===== src/rtl/seg_scan_ctrl_if.sv =====
// seg_scan_ctrl_if
// Bundles the frame-load inputs and the scan outputs of seg_scan_ctrl.
//   digits_in  : BCD frame, digit k at [4k+3:4k], digit 0 rightmost
//   load       : one-cycle strobe capturing digits_in
//   Q          : BCD code of the current slot (to the 7-seg decoder)
//   anode      : active-low digit enables, at most one bit low
//   digit_idx  : index of the current slot
//   frame_done : pulse on the last cycle of the last slot
// Modports: master drives the frame, slave is the scan controller.
interface seg_scan_ctrl_if #(
  parameter int NUM_DIGITS = 8
);
  logic [4*NUM_DIGITS-1:0] digits_in;
  logic                    load;
  logic [3:0]              Q;
  logic [NUM_DIGITS-1:0]   anode;
  logic [2:0]              digit_idx;
  logic                    frame_done;

  modport master (
    output digits_in, load,
    input  Q, anode, digit_idx, frame_done
  );

  modport slave (
    input  digits_in, load,
    output Q, anode, digit_idx, frame_done
  );
endinterface


===== src/rtl/seg_scan_ctrl.sv =====
// seg_scan_ctrl
// Time-multiplexed scan controller for a common-anode seven-segment display.
// Walks the digit slots of a double-buffered BCD frame; each slot starts with
// BLANK_CYC blank cycles (all anodes off) and then drives the slot's anode.
// Q and digit_idx switch on the edge that starts the blank window so the
// downstream decoder settles before the anode turns on.
//
// Ports:
//   clk   : system clock, rising edge
//   rst_n : asynchronous active-low reset
//   bus   : seg_scan_ctrl_if.slave (digits_in, load, Q, anode, digit_idx,
//           frame_done)
//
// Optional feature macro: SEG_LZ_BLANK_EN
//   defined     -> leading-zero suppression (digit k dark in DRIVE when it and
//                  all higher digits of the displayed frame are 0; digit 0 is
//                  never suppressed)
//   not defined -> every digit is driven in DRIVE
module seg_scan_ctrl #(
  parameter int NUM_DIGITS  = 8,
  parameter int REFRESH_DIV = 100000,
  parameter int BLANK_CYC   = 16
) (
  input  logic             clk,
  input  logic             rst_n,
  seg_scan_ctrl_if.slave   bus
);

  localparam int CNT_W = $clog2(REFRESH_DIV);
  localparam int DW    = 4 * NUM_DIGITS;

  typedef enum logic {
    BLANK = 1'b0,
    DRIVE = 1'b1
  } state_t;

  state_t                state_reg, state_next;
  logic [CNT_W-1:0]      cnt_reg, cnt_next;
  logic [2:0]            idx_reg, idx_next;
  logic [DW-1:0]         disp_reg, disp_next;
  logic [DW-1:0]         pend_reg, pend_next;
  logic                  pend_v_reg, pend_v_next;
  logic [3:0]            q_reg, q_next;
  logic [NUM_DIGITS-1:0] anode_reg, anode_next;
  logic                  frame_done_reg, frame_done_next;

  logic                  slot_end;
  logic                  frame_end;
  logic [NUM_DIGITS-1:0] lz_mask;
  logic                  suppressed;

  // Slot/frame sequencing and the tear-free frame buffer swap.
  always_comb begin
    slot_end    = (cnt_reg == CNT_W'(REFRESH_DIV - 1));
    frame_end   = slot_end && (idx_reg == 3'(NUM_DIGITS - 1));
    cnt_next    = slot_end ? '0 : cnt_reg + CNT_W'(1);
    idx_next    = idx_reg;
    disp_next   = disp_reg;
    pend_next   = pend_reg;
    pend_v_next = pend_v_reg;
    state_next  = state_reg;

    if (slot_end) begin
      idx_next = frame_end ? 3'd0 : idx_reg + 3'd1;
    end

    if (frame_end) begin
      // A load landing exactly on the boundary bypasses the pending register.
      if (bus.load) begin
        disp_next   = bus.digits_in;
        pend_v_next = 1'b0;
      end else if (pend_v_reg) begin
        disp_next   = pend_reg;
        pend_v_next = 1'b0;
      end
    end else if (bus.load) begin
      pend_next   = bus.digits_in;
      pend_v_next = 1'b1;
    end

    case (state_reg)
      BLANK:   state_next = (cnt_next == CNT_W'(BLANK_CYC)) ? DRIVE : BLANK;
      DRIVE:   state_next = slot_end ? BLANK : DRIVE;
      default: state_next = BLANK;
    endcase
  end

  // Suppression mask is taken from the frame that will be on screen next
  // cycle, so it only ever changes together with disp at a frame boundary.
`ifdef SEG_LZ_BLANK_EN
  assign lz_mask[0] = 1'b0;
  generate
    for (genvar gi = 1; gi < NUM_DIGITS; gi++) begin : g_lz
      assign lz_mask[gi] = ((disp_next >> (4 * gi)) == '0);
    end
  endgenerate
`else
  assign lz_mask = '0;
`endif

  // Output values are computed for the upcoming cycle and registered.
  always_comb begin
    suppressed      = |(lz_mask & (NUM_DIGITS'(1) << idx_next));
    q_next          = 4'(disp_next >> {idx_next, 2'b00});
    anode_next      = '1;
    if (state_next == DRIVE && !suppressed) begin
      anode_next = ~(NUM_DIGITS'(1) << idx_next);
    end
    frame_done_next = (cnt_next == CNT_W'(REFRESH_DIV - 1)) &&
                      (idx_next == 3'(NUM_DIGITS - 1));
  end

  always_ff @(posedge clk or negedge rst_n) begin
    if (!rst_n) begin
      state_reg      <= BLANK;
      cnt_reg        <= '0;
      idx_reg        <= '0;
      disp_reg       <= '0;
      pend_reg       <= '0;
      pend_v_reg     <= 1'b0;
      q_reg          <= '0;
      anode_reg      <= '1;
      frame_done_reg <= 1'b0;
    end else begin
      state_reg      <= state_next;
      cnt_reg        <= cnt_next;
      idx_reg        <= idx_next;
      disp_reg       <= disp_next;
      pend_reg       <= pend_next;
      pend_v_reg     <= pend_v_next;
      q_reg          <= q_next;
      anode_reg      <= anode_next;
      frame_done_reg <= frame_done_next;
    end
  end

  assign bus.Q          = q_reg;
  assign bus.anode      = anode_reg;
  assign bus.digit_idx  = idx_reg;
  assign bus.frame_done = frame_done_reg;

endmodule


===== src/flat_wrapper.sv =====
// flat-port wrapper written by rule: the top's interface ports become plain ports
module seg_scan_ctrl_flat 
#(
  parameter int NUM_DIGITS  = 8,
  parameter int REFRESH_DIV = 100000,
  parameter int BLANK_CYC   = 16
)
  (clk, rst_n, bus_digits_in, bus_load, bus_Q, bus_anode, bus_digit_idx, bus_frame_done);
  seg_scan_ctrl_if #(.NUM_DIGITS(NUM_DIGITS)) bus_i ();
  input  logic clk;
  input  logic rst_n;
  input wire logic [$bits(bus_i.digits_in)-1:0] bus_digits_in;
  input wire logic [$bits(bus_i.load)-1:0] bus_load;
  output wire logic [$bits(bus_i.Q)-1:0] bus_Q;
  output wire logic [$bits(bus_i.anode)-1:0] bus_anode;
  output wire logic [$bits(bus_i.digit_idx)-1:0] bus_digit_idx;
  output wire logic [$bits(bus_i.frame_done)-1:0] bus_frame_done;
  assign bus_i.digits_in = bus_digits_in;
  assign bus_i.load = bus_load;
  assign bus_Q = bus_i.Q;
  assign bus_anode = bus_i.anode;
  assign bus_digit_idx = bus_i.digit_idx;
  assign bus_frame_done = bus_i.frame_done;
  seg_scan_ctrl #(.NUM_DIGITS(NUM_DIGITS), .REFRESH_DIV(REFRESH_DIV), .BLANK_CYC(BLANK_CYC)) u_core (.clk(clk), .rst_n(rst_n), .bus(bus_i));
endmodule

===== config.mk =====
export PLATFORM = sky130hd
export DESIGN_NAME = seg_scan_ctrl_flat
export DESIGN_NICKNAME = d
export VERILOG_FILES = /design/src/rtl/seg_scan_ctrl_if.sv /design/src/rtl/seg_scan_ctrl.sv /design/src/flat_wrapper.sv
export SDC_FILE = /design/constraint.sdc
export NUM_CORES = 1
export LEC_CHECK = 0
export ABC_AREA = 1
export ABC_CLOCK_PERIOD_IN_PS = 3990
export CORE_MARGIN = 5
export CORE_UTILIZATION = 60
export CTS_CLUSTER_SIZE = 40
export DETAILED_ROUTE_END_ITERATION = 10
export PLACE_DENSITY = 0.8
export SYNTH_ARGS = -nofsm -noshare
export SYNTH_HDL_FRONTEND = slang
export SYNTH_SLANG_ARGS = --single-unit

===== constraint.sdc =====
create_clock -name clk -period 3.99 [get_ports clk]
set_input_delay 0.5985 -clock clk [delete_from_list [all_inputs] [get_ports clk]]
set_output_delay 0.5985 -clock clk [all_outputs]
set_load 0.01 [all_outputs]

==> results by group <==
Die
  – Num rows: 34
  – Starting Density: 0.612
  – Core ar.: 8640 um^2
  – Die height: 104 um
  – Die area: 10800 um^2
  – Ports: 51
  – Die Wd: 104 um

Logic synthesis
  – Synth area leader: dfrtp_1
  – Simple-Gate Fraction of Synth Area: 0.319
  – Synth Area in Adders: 0.00710
  – Unique masters post-synth: 27
  – Compound-cell area share of the yosys netlist: 0.0907
  – Xor/xnor cell area share of the yosys netlist: 0.00995
  – Synthesized area: 5280 um^2
  – Synth Area per Inst: 7.35 um^2
  – Synth Warn #: 0
  – Yosys reg bits: 99
  – Syn Inst Count: 719
  – Synth top area cells: dfrtp_1 (43%), nand2_1 (21%), o21ai_0 (5.8%), inv_1 (5.0%), dfstp_2 (4.0%)
  – Syn nets: 757
  – Mux cell area share after synthesis: 0.0170
  – Largest family of logic cells by synthesized area: simple AND/OR/NAND/NOR gates
  – Seq/Total Area, Yosys: 0.471
  – Post-synth top area share: 0.431

Clock tree
  – TritonCTS Buffers: 9
  – CTS tree: done
  – Post-cts resize count: 0
  – CTS sink cnt: 99
  – Worst-path clk slew: 100 ps
  – Hold_buf cts: 0
  – CTS H-Tree Depth: 3
  – Root buffer cell: clkbuf_8
  – Worst-Skew Late Latency: 370 ps
  – CTS Buffer Depth: 2
  – Post-CTS Setup Inserts: 0

Finish
  – Diode count: 0
  – Nets: 796
  – Layout cells sized above 1: 0.0826
  – Area growth, synth to finish: 14.5%
  – Final instance area: 6050 um^2

Worst setup path
  – R2R cell count: 9
  – CP Capture Type: register
  – CP Cell Sequence: ha_1 > nand2_2 > nor2_8 > nand3_2 > nor2_4 > nand3_2 > nand2_1 > buf_4 > mux2_2
  – Max incr delay on CP: 390 ps
  – CP most frequent cell: nand3_2
  – Crit path required time: 4240 ps
  – Slowest CP cell: dfrtp_1
  – Arrival time worst endpoint: 2950 ps
  – Worst Path Max Fanout: 28
  – Reg-to-reg slack, setup: 1290 ps
  – Nature of the critical path startpoint: register
  – Crit Path Category: reg2reg

Placement
  – Routability Congestion: 0.915
  – Dpl hpwl: 8.89 mm
  – I/O Buffers: 50
  – DP Area: 5800 um^2

STA
  – Min Clock Period, post-route: 2700 ps
  – Setup TNS: 0 ps
  – Hold Fails Final Rpt: 0
  – Worst Tran Pin Value: 929 ps
  – Max transition margin: 0.380
  – RSZ-0062 raised after global routing: false
  – Tcrit/Tclk final: 0.678
  – # setup viols final: 0
  – Final Slew Violations: 0
  – Clk_skew: 13.8 ps
  – F_max: 0.370 GHz

Flow run
  – Max-cap check violation count: 0

Global routing
  – Pin count of the biggest net entering global routing: 50
  – Total grt overflow: 0
  – Initial antenna violation count: 0
  – Vias in the first global route: 4517
  – GRT Overall Usage: 0.241
  – First-pass GRT wire length: 21.7 mm

Route
  – Vias/cell: 5.35
  – Routed Antenna Nets: 0
  – DRC marker count from the first detailed-route iteration: 402
  – DR pass1 iterations: 5
  – Drt drc: 0
  – Wire per inst: 14.4 um
  – Final WL: 12.6 mm
  – Via Count: 4662

Pwr
  – PwrDens: 330 nW/um^2
  – Leakage: 2.98 nW
  – Max IR drop VDD: 0.216 mV

Run status
  – Outcome: finished, final reports clean

Worst hold path
  – Class of the worst hold path: in2async
==> critical path, delay by kind of cell (launching register included) <==
kind          cells  cell delay (ps)
mux               1              370
fa+ha+maj         1              230
buf+inv           1              320
flops             1              390
simple gates      6             1270
==> cell usage after synthesis <==
| cell type | number |
|---|---|
| o21ai_2 | 3 |
| nor3_1 | 3 |
| o21ai_0 | 61 |
| ha_1 | 3 |
| dfstp_2 | 8 |
| nor2_1 | 52 |
| nor2_8 | 1 |
| nor2_2 | 1 |
| buf_2 | 10 |
| inv_1 | 70 |
| clkbuf_1 | 8 |
| nand4_1 | 17 |
| inv_2 | 6 |
| mux2_2 | 8 |
| nor2_4 | 4 |
| buf_6 | 4 |
| o21ai_1 | 7 |
| nand2_2 | 4 |
| buf_4 | 4 |
| buf_1 | 3 |
| nand3_1 | 28 |
| xor2_1 | 6 |
| nand2_1 | 291 |
| o21bai_1 | 1 |
| a21oi_1 | 21 |
| dfrtp_1 | 91 |
| nand3_2 | 4 |
==> worst paths after layout <==
| kind | end | startpoint |
|---|---|---|
| min in group clk | u_core.pend_reg[0]$_DFFE_PN0P_ | u_core.pend_reg[0]$_DFFE_PN0P_ |
| min | u_core.pend_reg[28]$_DFFE_PN0P_ | rst_n |
| max in group asynchronous | u_core.bus.anode[3]$_DFF_PN1_ | rst_n |
| max | u_core.pend_reg[12]$_DFFE_PN0P_ | u_core.cnt_reg[0]$_DFF_PN0_ |
| max reg2reg | u_core.pend_reg[12]$_DFFE_PN0P_ | u_core.cnt_reg[0]$_DFF_PN0_ |
| min reg2reg | u_core.pend_reg[0]$_DFFE_PN0P_ | u_core.pend_reg[0]$_DFFE_PN0P_ |
==> power breakdown <==
| group | total [mW] | switching [mW] | leakage, nW | internal (mW) |
|---|---|---|---|---|
| Sequential | 1.05 | 0.0156 | 1.08 | 1.03 |
| Clock | 0.796 | 0.373 | 0.125 | 0.423 |
| Combinational | 0.155 | 0.0840 | 1.77 | 0.0707 |
==> layout by cell type, fill, tap and decap left out, drive strengths merged <==
cell type      Yosys  layout
clkbuf             8       9
o21bai             1       1
clkdlybuf4s50      0      49
ha                 3       3
nor3               3       3
o21ai             71      71
clkinv             0       1
nand3             32      32
dfstp              8       8
a21oi             21      21
mux2               8       8
nand2            295     295
xor2               6       6
dfrtp             91      91
buf               21       8
inv               76      79
nand4             17      17
nor2              58      58
bufinv             0       3
==> metal layers <==
metal | wire, um | vias up | track usage
met5 | 0 | - | 0
met4 | 278 | 0 | 0.0749
met3 | 876 | 27 | 0.0647
met2 | 5850 | 141 | 0.380
met1 | 5570 | 2163 | 0.327
li1 | - | 2331 | -
==> metrics by stage <==
step                setup WS, ps  total power [mW]  utilization  hold slack [ps]  std cells
floorplan                   2050              1.15            -              303        719
global placement            1270              1.22        0.672              466        855
detailed placement          1250              1.22        0.672              474        855
CTS                         1290              2.01        0.700              213        871
global route                1070              2.08        0.700              231        871
finish                      1290              2.00        0.700              208        871
==> kinds of logic (layout without fill, tap and decap cells) <==
kind of cell,count (synthesis),after routing
and+or+nand+nor,405,405
buffers and inverters,105,149
DFF,99,99
AOI/OAI and AO/OA,93,93
muxes,8,8
xor gates and xnor gates,6,6
adders and majority gates,3,3
==> area by class of cell <==
cell class / count / area, um^2
multi-input combinational: 515 / 2340
clock inverter: 7 / 121
tap: 108 / 135
timing repair buffer: 57 / 551
sequential: 99 / 2490
inverter: 76 / 285
fill: 707 / 2590
clock buffer: 9 / 124
Note: power is estimated with default switching activity, not from simulation.
